--- config.mk ---
export PLATFORM = sky130hd
export DESIGN_NAME = bin2bcd_seq
export DESIGN_NICKNAME = d
export VERILOG_FILES = /design/src/rtl/bin2bcd_seq.sv
export SDC_FILE = /design/constraint.sdc
export NUM_CORES = 1
export LEC_CHECK = 0
export BUFFER_PORTS_ARGS = -buffer_cell sky130_fd_sc_hd__buf_2
export CAP_MARGIN = 30
export CORE_MARGIN = 1
export CORE_UTILIZATION = 45
export DETAILED_ROUTE_END_ITERATION = 10
export GPL_TIMING_DRIVEN = 0
export HOLD_SLACK_MARGIN = 0.08
export PLACE_DENSITY = 0.77
export REMOVE_ABC_BUFFERS = 1
export SLEW_MARGIN = 20
export SYNTH_ARGS = -nofsm -noshare
export SYNTH_HDL_FRONTEND = slang
export SYNTH_SLANG_ARGS = --single-unit
--- constraint.sdc ---
create_clock -name clk -period 1.73 [get_ports clk]
set_clock_uncertainty 0.1 [all_clocks]
set_input_delay 0.2595 -clock clk [delete_from_list [all_inputs] [get_ports clk]]
set_output_delay 0.2595 -clock clk [all_outputs]
set_load 0.1 [all_outputs]
--- src/rtl/bin2bcd_seq.sv ---
// bin2bcd_seq: sequential double-dabble binary (optionally signed) to packed BCD converter
//   clk, rst  : clock, synchronous active-high reset
//   start_i   : request conversion, honoured only in IDLE
//   din_i     : sample, captured on the edge that accepts start_i
//   busy_o    : high while shifting (WIDTH cycles)
//   done_o    : one-cycle pulse when bcd_o/neg_o/ovf_o are updated
//   neg_o     : sign of last converted sample
//   ovf_o     : magnitude exceeded 10^DIGITS-1 on last conversion
//   bcd_o     : packed digits, [3:0] = ones; 4'hF = blank
module bin2bcd_seq #(
  parameter int WIDTH  = 12,
  parameter int DIGITS = 4,
  parameter bit SIGNED = 1'b1,
  parameter bit BLANK  = 1'b0
) (
  input  logic                clk,
  input  logic                rst,
  input  logic                start_i,
  input  logic [WIDTH-1:0]    din_i,
  output logic                busy_o,
  output logic                done_o,
  output logic                neg_o,
  output logic                ovf_o,
  output logic [4*DIGITS-1:0] bcd_o
);
  localparam int CW = $clog2(WIDTH + 1);
  typedef enum logic [1:0] {IDLE, SHIFT, DONE} state_t;
  state_t              state_q, state_d;
  logic [WIDTH-1:0]    mag_q, mag_d;
  logic [4*DIGITS-1:0] dig_q, dig_d, adj, dig_sh, fmt, bcd_q, bcd_d;
  logic [CW-1:0]       cnt_q, cnt_d;
  logic                wovf_q, wovf_d, wneg_q, wneg_d, neg_q, neg_d, ovf_q, ovf_d;
  logic                carry, ovf_fin, seen, neg_in;
  assign neg_in = SIGNED && din_i[WIDTH-1];
  assign busy_o = state_q == SHIFT;
  assign done_o = state_q == DONE;
  assign neg_o  = neg_q;
  assign ovf_o  = ovf_q;
  assign bcd_o  = bcd_q;
  // one double-dabble step plus the output formatting of its result
  always_comb begin
    adj = dig_q;
    for (int i = 0; i < DIGITS; i++)
      adj[4*i+:4] = dig_q[4*i+:4] >= 4'd5 ? dig_q[4*i+:4] + 4'd3 : dig_q[4*i+:4];
    {carry, dig_sh} = {adj, mag_q[WIDTH-1]};
    ovf_fin = wovf_q | carry;
    fmt = dig_sh;
    seen = 1'b0;
    for (int i = DIGITS - 1; i > 0; i--) begin
      seen = seen | (dig_sh[4*i+:4] != 4'd0);
      if (!seen && BLANK) fmt[4*i+:4] = 4'hF;
    end
    if (ovf_fin) fmt = '1;
  end
  always_comb begin
    state_d = state_q;
    mag_d   = mag_q;
    dig_d   = dig_q;
    cnt_d   = cnt_q;
    wovf_d  = wovf_q;
    wneg_d  = wneg_q;
    bcd_d   = bcd_q;
    neg_d   = neg_q;
    ovf_d   = ovf_q;
    case (state_q)
      IDLE: if (start_i) begin
        state_d = SHIFT;
        mag_d   = neg_in ? -din_i : din_i;
        wneg_d  = neg_in;
        dig_d   = '0;
        wovf_d  = 1'b0;
        cnt_d   = CW'(WIDTH);
      end
      SHIFT: begin
        mag_d  = {mag_q[WIDTH-2:0], 1'b0};
        dig_d  = dig_sh;
        wovf_d = ovf_fin;
        cnt_d  = cnt_q - CW'(1);
        if (cnt_q == CW'(1)) begin
          state_d = DONE;
          bcd_d   = fmt;
          neg_d   = wneg_q;
          ovf_d   = ovf_fin;
        end
      end
      default: state_d = IDLE;
    endcase
  end
  always_ff @(posedge clk) begin
    if (rst) begin
      state_q <= IDLE;
      mag_q   <= '0;
      dig_q   <= '0;
      cnt_q   <= '0;
      wovf_q  <= 1'b0;
      wneg_q  <= 1'b0;
      bcd_q   <= '0;
      neg_q   <= 1'b0;
      ovf_q   <= 1'b0;
    end else begin
      state_q <= state_d;
      mag_q   <= mag_d;
      dig_q   <= dig_d;
      cnt_q   <= cnt_d;
      wovf_q  <= wovf_d;
      wneg_q  <= wneg_d;
      bcd_q   <= bcd_d;
      neg_q   <= neg_d;
      ovf_q   <= ovf_d;
    end
  end
endmodule

==> summary by stage <==
Die
The number of placement rows is 27. During I/O placement, the number of pins put on the boundary was 35. Measured along the x axis, the die boundary spans 78.7 um. The core region is 5570 sq um. The die covers 6190 sq um.

For this configuration, the core starts out at a cell density of 0.474. Measured along the y axis, the die boundary spans 78.7 um.

Finish
In the final layout, the share of cells above drive strength 1 is 0.332. At the end of the flow the core is filled with cells to 0.605. The area occupied by registers is 1100 sq um. The number of antenna cells inserted is 0.

The multi-input logic area is 1660 sq um. Compared with the post-synthesis result, the final layout area differs by 27.6%. In the final design database the tool counted 381 nets.

The post-route cell area is 3370 sq um. Fill cells in the final layout number 488.

Logic synthesis
Yosys attributes the largest share of cell area to sky130_fd_sc_hd__dfxtp_1 (41%), sky130_fd_sc_hd__nor2_1 (5.5%), sky130_fd_sc_hd__ha_1 (5.2%), sky130_fd_sc_hd__a21oi_1 (4.7%), sky130_fd_sc_hd__xnor2_1 (4.3%). The share of the Yosys chip area taken by registers is 0.409. The number of synthesized register bits is 54. Among all cell types in the netlist, the one instantiated most often is sky130_fd_sc_hd__dfxtp_1. After synthesis, the netlist uses 38 different library cells. The synthesized netlist occupies a cell area of 2640 sq um. By count the netlist is led by sky130_fd_sc_hd__dfxtp_1 (54), sky130_fd_sc_hd__nor2_1 (39), sky130_fd_sc_hd__a21oi_1 (25), sky130_fd_sc_hd__nand2_1 (16), sky130_fd_sc_hd__o21ai_0 (16). In the synthesized netlist the async set-or-reset flop fraction comes to 0.

Yosys mapped a number of flops with a built-in enable equal to 0. The most instantiated flip-flop cell in the synthesis netlist is sky130_fd_sc_hd__dfxtp_1. The number of instances in the synthesized netlist is 311.

The share of the synthesized area in the top cell type is 0.409. The Yosys step of the flow raised 0 warnings. The synthesized design spends more area on one cell type than any other, namely sky130_fd_sc_hd__dfxtp_1. A synthesized cell averages 8.50 sq um.

Place
The HPWL after detailed placement is 3530 um. The placed instances occupy a cell area of 2850 sq um. The final estimated routing congestion in global placement is 0.749.

The count of input and output buffers is 34.

STA
The count of final hold-check violations came to 0. Setup repair after global routing could not meet its margin everywhere. The tightest hold path in the finished design has a slack of 0.109 ns. The worst slew margin relative to its limit is 0.453. The achievable clock frequency is 586 MHz. Of the available clock period, the critical path in the final layout requires 0.987. At the pin with the least slew margin, the transition time is 0.819 ns. The count of pins over their slew limit is 0.

The smallest clock period supported by the final layout is computed as 1.71 ns. The final setup violation count is 0.

Clock tree
TritonCTS built the clock tree. Clock-pin slew was measured on the worst setup and hold paths at 0.09 ns. For the worst-skew pair, the clock arrives at the later sink with an insertion delay of 0.31 ns. The clock root buffer is sky130_fd_sc_hd__clkbuf_8.

The total CTS buffers is 5. The CTS sink count is 54. The clock tree synthesis step divided the H-tree into 2 levels.

The number of hold buffers added after CTS was 0. The clock passes through at most 2 buffers.

Setup path
Data on the critical path arrives at its endpoint at 1.80 ns. The type of element launching the critical path is a register. STA classifies the critical path endpoint as a register. The required time at the worst-slack endpoint is 1.82 ns. The register-to-register setup slack is 0.02 ns. On the worst path, the slowest cell contributes a delay of 0.37 ns.

Traced cell by cell, the critical path runs through inv_4 -> ha_4 -> nand2b_4 -> nor3b_4 -> a2111oi_4 -> buf_4 -> buf_8 -> a211oi_2. In this run the worst path has a maximum fanout of 6. The cell type of the slowest stage on the worst timing path is sky130_fd_sc_hd__dfxtp_4. The critical path in this run is classified as reg -> reg.

Global route
The met2 layer usage reported by global route is 0.380. Global routing finished with a remaining overflow of 0. The initial antenna violation count is 0. After global routing, the most crowded layer is met2.

The via count of the first global-routing pass came to 2219. The overall fraction of global-route tracks in use is 0.208. The met1 track demand over resource is 0.240.

In the global route stage, met3 resource usage came out at 0.0488. The maximum number of pins on one net before global-route repair is 55. The first-pass GRT wire length is 10200 um.

Drt
The initial detailed-routing violation count is 105. The count of antenna-violating nets left after detailed routing is 0. After detailed routing, the average wire length per cell comes to 15.1 um. The per-cell via count in the routed design is 5.63. Wires add up to 6470 um.

The number of iterations in the first detailed-routing pass is 4. For this block, the via count after detailed routing is 2403. The remaining design rule violation count is 0.

Flow run
Max-cap violations in this run came to 0.

Power
The analysis attributes to cell leakage a power of 1.23 nW. The completed layout was analyzed and its total power is 0.00249 W. The worst-case IR drop observed on VDD is 385 uV. The power per cell area is 737 nW/um^2.

Min path
The min-delay analysis places its worst path in the category in -> reg.

Run status
The flow ran to the end, and the final reports show no timing, DRC or antenna violations.
worst max-delay path, delay by kind of cell, from the launching register on:
kind | cells | cell delay (ns)
AOI/OAI and AO/OA | 2 | 0.31
adders and majority gates | 1 | 0.14
and+or+nand+nor | 2 | 0.30
buffers and inverters | 3 | 0.38
DFF | 1 | 0.37
layout by cell type (no fill, tap or decap), types with 2 or more instances in the layout:
cell	n
sky130_fd_sc_hd__a211oi_1	7
sky130_fd_sc_hd__a211oi_2	7
sky130_fd_sc_hd__a21oi_1	21
sky130_fd_sc_hd__a21oi_2	3
sky130_fd_sc_hd__a222oi_1	9
sky130_fd_sc_hd__a31oi_1	6
sky130_fd_sc_hd__buf_2	33
sky130_fd_sc_hd__buf_4	15
sky130_fd_sc_hd__buf_6	5
sky130_fd_sc_hd__clkbuf_1	2
sky130_fd_sc_hd__clkbuf_8	5
sky130_fd_sc_hd__dfxtp_1	46
sky130_fd_sc_hd__dfxtp_2	4
sky130_fd_sc_hd__dfxtp_4	4
sky130_fd_sc_hd__ha_1	5
sky130_fd_sc_hd__ha_2	3
sky130_fd_sc_hd__ha_4	3
sky130_fd_sc_hd__inv_1	7
sky130_fd_sc_hd__inv_2	5
sky130_fd_sc_hd__inv_4	2
sky130_fd_sc_hd__mux2_4	3
sky130_fd_sc_hd__nand2_1	15
sky130_fd_sc_hd__nand2b_1	5
sky130_fd_sc_hd__nand2b_4	4
sky130_fd_sc_hd__nand3_1	13
sky130_fd_sc_hd__nor2_1	38
sky130_fd_sc_hd__nor2b_1	9
sky130_fd_sc_hd__nor3_1	5
sky130_fd_sc_hd__nor3_2	2
sky130_fd_sc_hd__nor3b_1	8
sky130_fd_sc_hd__o21ai_0	12
sky130_fd_sc_hd__o21ai_1	3
sky130_fd_sc_hd__o22ai_1	2
sky130_fd_sc_hd__o31ai_1	2
sky130_fd_sc_hd__o41a_1	2
sky130_fd_sc_hd__xnor2_1	12
power by group:
part	internal, W	switching [W]
Combinational	0.000160	0.000337
Clock	0.000280	0.000387
Sequential	0.00129	0.0000355
Total	0.00173	0.000760
final timing paths:
check	start	endpoint	cells past startpoint
worst max register to register	dig_q[13]$_SDFFE_PP0P_	bcd_o[5]$_SDFFE_PP0P_	8
worst min-delay path	din_i[0]	mag_q[0]$_SDFFE_PP0P_	3
worst min register to register	neg_o$_SDFFE_PP0P_	neg_o$_SDFFE_PP0P_	2
worst max-delay path	dig_q[13]$_SDFFE_PP0P_	bcd_o[5]$_SDFFE_PP0P_	8
cells by family after synthesis:
kind of cell | Yosys count | share of synthesized area
xor+xnor | 14 | 0.0464
flops | 54 | 0.409
buf+inv | 35 | 0.0535
compound gates | 82 | 0.213
mux | 4 | 0.0170
fa+ha+maj | 11 | 0.0521
simple gates | 111 | 0.209
final cells by class:
| class | instances | share of cell area |
|---|---|---|
| Sequential cell | 54 | 0.326 |
| Clock buffer | 7 | 0.0226 |
| Timing Repair inverter | 1 | 0.00148 |
| Tap cell | 72 | 0.0267 |
| Multi-Input combinational cell | 223 | 0.492 |
| Inverter | 15 | 0.0193 |
| Timing Repair Buffer | 55 | 0.112 |
registers in the layout (all words and copies together), names as in the netlist:
register,flops
bcd_o,16
cnt_q,4
dig_q,16
mag_q,12
neg_o,1
ovf_o,1
state_q,2
wneg_q,1
wovf_q,1
repair_timing:
item | CTS | global route
setup buffers | 9 | 8
cloned | 3 | 0
pin swaps | 5 | 7
gates resized for setup | 42 | 36
endpoints found under the setup margin | 42 | 33
stage by stage:
| stage | setup WS [ns] | TNS, ns | std cells |
|---|---|---|---|
| after floorplan | -1.86 | -45.88 | 291 |
| after global placement | -2.29 | -56.65 | 397 |
| after detailed placement | -1.19 | -25.58 | 399 |
| after CTS | -0.0252 | -0.137 | 418 |
| after global routing | -0.0476 | -0.261 | 427 |
| final | 0.0227 | 0 | 427 |
layer usage:
layer | share of wire | wire length, um | vias up
met4 | 0.019 | 121 | 0
met1 | 0.43 | 2770 | 1158
met3 | 0.036 | 231 | 11
met5 | 0 | 0 | -
met2 | 0.52 | 3340 | 48
li1 | - | - | 1186
Note: power is estimated with default switching activity, not from simulation.
